==> src/rtl/wb_regfile.sv <==
// wb_regfile: MIPS write-back stage plus the 32-entry architectural register file.
//   clk, rst_n       : pipeline clock, async active-low reset
//   regwrite         : MEM/WB write enable
//   memtoreg         : write-back select (1 = read_data, 0 = mem_alu_result)
//   read_data        : load value from MEM/WB
//   mem_alu_result   : ALU result from MEM/WB
//   mem_write_reg    : destination register from MEM/WB
//   rs_addr, rt_addr : ID-stage read addresses
//   rs_data, rt_data : read data, with optional same-cycle write-through
//   wb_data, wb_we   : selected write-back value and qualified enable, for forwarding
//   wb_count         : committed writes since reset (wraps)
module wb_regfile #(
  parameter int unsigned DATA_W = 32,
  parameter int unsigned ADDR_W = 5,
  parameter bit          BYPASS = 1'b1
) (
  input  logic              clk,
  input  logic              rst_n,
  input  logic              regwrite,
  input  logic              memtoreg,
  input  logic [DATA_W-1:0] read_data,
  input  logic [DATA_W-1:0] mem_alu_result,
  input  logic [ADDR_W-1:0] mem_write_reg,
  input  logic [ADDR_W-1:0] rs_addr,
  input  logic [ADDR_W-1:0] rt_addr,
  output logic [DATA_W-1:0] rs_data,
  output logic [DATA_W-1:0] rt_data,
  output logic [DATA_W-1:0] wb_data,
  output logic              wb_we,
  output logic [31:0]       wb_count
);

  localparam int unsigned DEPTH = 1 << ADDR_W;

  logic [DATA_W-1:0] regs_q [DEPTH];
  logic [31:0]       cnt_q;
  logic [31:0]       cnt_d;

  // Write-back select and qualified enable; $0 is never a legal target.
  always_comb begin
    wb_data = memtoreg ? read_data : mem_alu_result;
    wb_we   = regwrite && (mem_write_reg != '0);
  end

  always_comb begin
    cnt_d = cnt_q;
    if (wb_we) cnt_d = cnt_q + 32'd1;
  end

  always_ff @(posedge clk or negedge rst_n) begin
    if (!rst_n) begin
      for (int unsigned i = 0; i < DEPTH; i++) regs_q[i] <= '0;
    end else if (wb_we) begin
      regs_q[mem_write_reg] <= wb_data;
    end
  end

  always_ff @(posedge clk or negedge rst_n) begin
    if (!rst_n) cnt_q <= '0;
    else        cnt_q <= cnt_d;
  end

  // Read ports: $0 is hard zero even if a bypass would match; bypass returns
  // the value committing at the coming edge so ID sees it in the same cycle.
  always_comb begin
    rs_data = regs_q[rs_addr];
    if (BYPASS && wb_we && (rs_addr == mem_write_reg)) rs_data = wb_data;
    if (rs_addr == '0) rs_data = '0;

    rt_data = regs_q[rt_addr];
    if (BYPASS && wb_we && (rt_addr == mem_write_reg)) rt_data = wb_data;
    if (rt_addr == '0) rt_data = '0;
  end

  assign wb_count = cnt_q;

endmodule

==> config.mk <==
export PLATFORM = sky130hd
export DESIGN_NAME = wb_regfile
export DESIGN_NICKNAME = d
export VERILOG_FILES = /design/src/rtl/wb_regfile.sv
export SDC_FILE = /design/constraint.sdc
export NUM_CORES = 2
export LEC_CHECK = 0
export BUFFER_PORTS_ARGS = -buffer_cell sky130_fd_sc_hd__buf_2
export CORE_MARGIN = 2
export CORE_UTILIZATION = 35
export DETAILED_ROUTE_END_ITERATION = 10
export PLACE_DENSITY_LB_ADDON = 0.1
export SLEW_MARGIN = 20
export SYNTH_ARGS = -nofsm -noshare
export SYNTH_HDL_FRONTEND = slang
export SYNTH_SLANG_ARGS = --single-unit
==> constraint.sdc <==
create_clock -name clk -period 2.8 [get_ports clk]
set_clock_uncertainty 0.2 [all_clocks]
set_input_delay 0.42 -clock clk [delete_from_list [all_inputs] [get_ports clk]]
set_output_delay 0.42 -clock clk [all_outputs]
set_load 0.1 [all_outputs]
==> reports/results.tsv <==
stage	metric	value	unit
timing	pin slew with the least headroom to its limit	901	ps
hold_path	Worst Hold Class	in2reg	
final_layout	Area Overhead vs Synth	31.5	%
timing	Final Max Tran Viols	0	
detailed_routing	DRT Wirelength	241	mm
timing	Final Hold Fails	0	
outcome	status	complete, but fails checks	
critical_path	startpoint types	flop	
critical_path	Critical Path Sink Type	output pin	
detailed_routing	number of detailed-route iterations in the first pass	5	
critical_path	crit path DAT	2910	ps
timing	final worst-path setup slack	-732	ps
clock_network	clock root buffer	clkbuf_16	
logic_synthesis	Seq cells post-synth	1056	
timing	Tmin final	3530	ps
placement	Post-DP HPWL	159	mm
timing	fmax	0.283	GHz
job	Max Cap Violations	0	
logic_synthesis	Synth async-reset ratio	100	%
critical_path	r2r worst-path depth	6	
clock_network	clk buf depth	3	
detailed_routing	DR iter-0 viols	4193	
clock_network	Clock Sinks	1056	
grt	GRT Total Usage	29.7	%
final_layout	nets	5769	
final_layout	fraction of layout cells with a size suffix above 1	33.7	%
logic_synthesis	mapped cell area	0.0554	mm²
hold_path	Hold Crit Endpoint	wb_count[0]	
power	leak pwr	31.4	nW
floorplan	# rows	146	
critical_path	launch point of the worst reg-to-reg path	wb_count[10]	
critical_path	Worst EP required	2180	ps
timing	Slew headroom	39.8	%
floorplan	Die Height	402	µm
logic_synthesis	syn_nets	5193	
logic_synthesis	sequential fraction of the synthesis area	47.7	%
clock_network	Clk Latency, worst-skew pair	790	ps
grt	antenna violations before repair	4	
placement	I/O Buffers	211	
floorplan	Core Region	0.158	mm²
timing	TNS Setup	-29450	ps
outcome	failing checks	setup timing	
critical_path	Setup Crit Path Kind	reg2out	
floorplan	starting density of the core	35.1	%
hold_path	hold_sp	regwrite	
detailed_routing	Wirelength per Cell	30.7	µm
grt	global-route wire length before repair	344	mm
power	VDD IR max	0.698	mV
placement	GP Congestion	0.886	
detailed_routing	Final ANT Viol Nets	0	
floorplan	Die Wd	402	µm
floorplan	Die Outline Area	0.162	mm²
logic_synthesis	syn_area_per_cell	10.9	µm²
critical_path	reg2reg setup slack	610	ps
detailed_routing	# DRC	0	
critical_path	FF-to-FF End	wb_count[31]	
timing	RSZ-0062 raised after global routing	yes	
logic_synthesis	Synth cell types	65	
hold_path	Hold Path Cell Cnt	4	
clock_network	clock slew at reported path FFs	60	ps
timing	Final Cycle Share	126	%
grt	total gr overflow	0	
grt	largest net degree at the start of global routing	90	
clock_network	CTS tree	yes	
detailed_routing	via count	45600	
clock_network	H-tree level count	4	
timing	Hold Worst Slack	52.3	ps
logic_synthesis	Synth Instances	5109	
logic_synthesis	number of synthesized flops with an enable pin	0	
logic_synthesis	synth warn	0	
clock_network	CTS Buf Count	132	
critical_path	Max FO, Critical Path	2	
logic_synthesis	Main synth FF type	dfrtp_1	
timing	final setup vio count	64	
detailed_routing	vias per cell	5.81	
power	pwr/cell area	734	mW/mm²
floorplan	Ports	212	
grt	vias in the first global route	44600	
-- cell families after synthesis --
logic type,synth area share [%]
fa+ha+maj,0.0226
xor+xnor,0.648
flops,47.7
buf+inv,5.46
mux,21.6
compound gates,14.8
simple gates,9.78
-- layout make-up --
cell class / count / area (µm²)
fill: 14700 / 84900
tap: 2072 / 2590
sequential: 1056 / 26400
clock inverter: 33 / 317
timing repair buffer: 987 / 10700
antenna: 2 / 5.00
inverter: 52 / 196
multi-input combinational: 3456 / 28700
clock buffer: 203 / 4000
-- flip-flops by register name (all words and copies together) (netlist names) --
signal,flops
regs_q,1024
wb_count,32
-- cell usage after synthesis, types with 38 or more instances --
cell	n	area (µm²)
nor2_1	582	2180
dfrtp_1	1056	26400
o21ai_0	547	2740
nand2_1	587	2200
buf_2	87	435
a221oi_1	54	473
a211oi_1	38	285
inv_1	50	188
a22oi_1	56	420
mux2i_1	225	2250
a21oi_1	540	2700
mux4_2	399	8990
clkbuf_1	382	1430
-- where the power goes --
group	switching, W	internal (W)	total (W)
clock	0.00713	0.0101	0.0172
combinational	0.00815	0.00711	0.0153
sequential	0.00252	0.0185	0.0210
total	0.0178	0.0357	0.0535
-- stage by stage --
step | power [W] | area (µm²) | util [%] | setup WS (ps) | instances
after floorplan | 0.0298 | 56200 | - | -1220 | 5109
after global placement | 0.0348 | 65600 | 41.5 | -947 | 7485
after detailed placement | 0.0351 | 65600 | 41.5 | -965 | 7485
after CTS | 0.0534 | 72100 | 45.7 | -795 | 7817
after global routing | 0.0559 | 72900 | 46.2 | -783 | 7860
final | 0.0535 | 72900 | 46.2 | -732 | 7861
-- per-layer routing --
metal / global-route usage [%] / share of wire, %
met4: 9.99 / 3.4
met1: 43.3 / 45
met5: 0 / 0.0058
met3: 4.93 / 6.6
met2: 45.0 / 45
-- worst max path at each step --
stage | start | end | slack [ps]
2_1_floorplan | mem_write_reg[3] | rt_data[11] | -1220
3_3_place_gp | rt_addr[0] | rt_data[15] | -950
3_5_place_dp | rt_addr[0] | rt_data[15] | -970
4_1_cts | regs_q[527] | rt_data[15] | -800
5_1_grt | regs_q[837] | rt_data[5] | -780
6_report | regs_q[527] | rt_data[15] | -730
-- cell usage in the layout (no fill, tap or decap), types with 13 or more instances in the layout --
cell type | synthesis | routed
a211oi_1 | 38 | 17
nor2_1 | 582 | 551
dlygate4sd3_1 | 0 | 20
buf_2 | 87 | 132
o21ai_2 | 0 | 24
a22oi_1 | 56 | 19
mux2i_4 | 0 | 33
nor2_4 | 0 | 24
a211oi_2 | 4 | 17
a311oi_2 | 0 | 20
dfrtp_1 | 1056 | 1056
buf_6 | 22 | 30
a31oi_1 | 17 | 13
clkbuf_8 | 0 | 34
clkbuf_16 | 0 | 139
o22ai_1 | 28 | 17
nor3_1 | 24 | 17
o21ai_1 | 23 | 32
nand3_1 | 29 | 24
mux4_2 | 399 | 408
o21ai_4 | 0 | 17
or4_4 | 0 | 13
nand2_1 | 587 | 565
o21ai_0 | 547 | 497
buf_12 | 18 | 252
clkbuf_1 | 382 | 33
a221o_1 | 28 | 28
clkinv_2 | 0 | 20
nor2b_1 | 27 | 21
mux4_1 | 28 | 19
inv_1 | 50 | 49
nand4_1 | 14 | 14
buf_4 | 18 | 532
a22oi_2 | 0 | 37
xnor2_1 | 31 | 31
mux2i_1 | 225 | 184
a221oi_2 | 14 | 35
a221oi_1 | 54 | 27
nand2_4 | 0 | 15
a21oi_1 | 540 | 525
-- repair_timing --
item	4_1_cts	5_1_grt
resized for setup	313	95
setup endpoints to repair	64	64
hold endpoints to repair	786	0
gates cloned	6	2
hold buffers	21	0
pin swaps	200	78
buffers inserted	82	47
-- critical path, cell delays in order, from the launching register on --
cell      delay (ps)
dfrtp_1          380
mux4_2           490
mux4_2           500
a221oi_4         390
buf_6            170
a21oi_4           40
buf_12           180
Note: power is estimated with default switching activity, not from simulation.
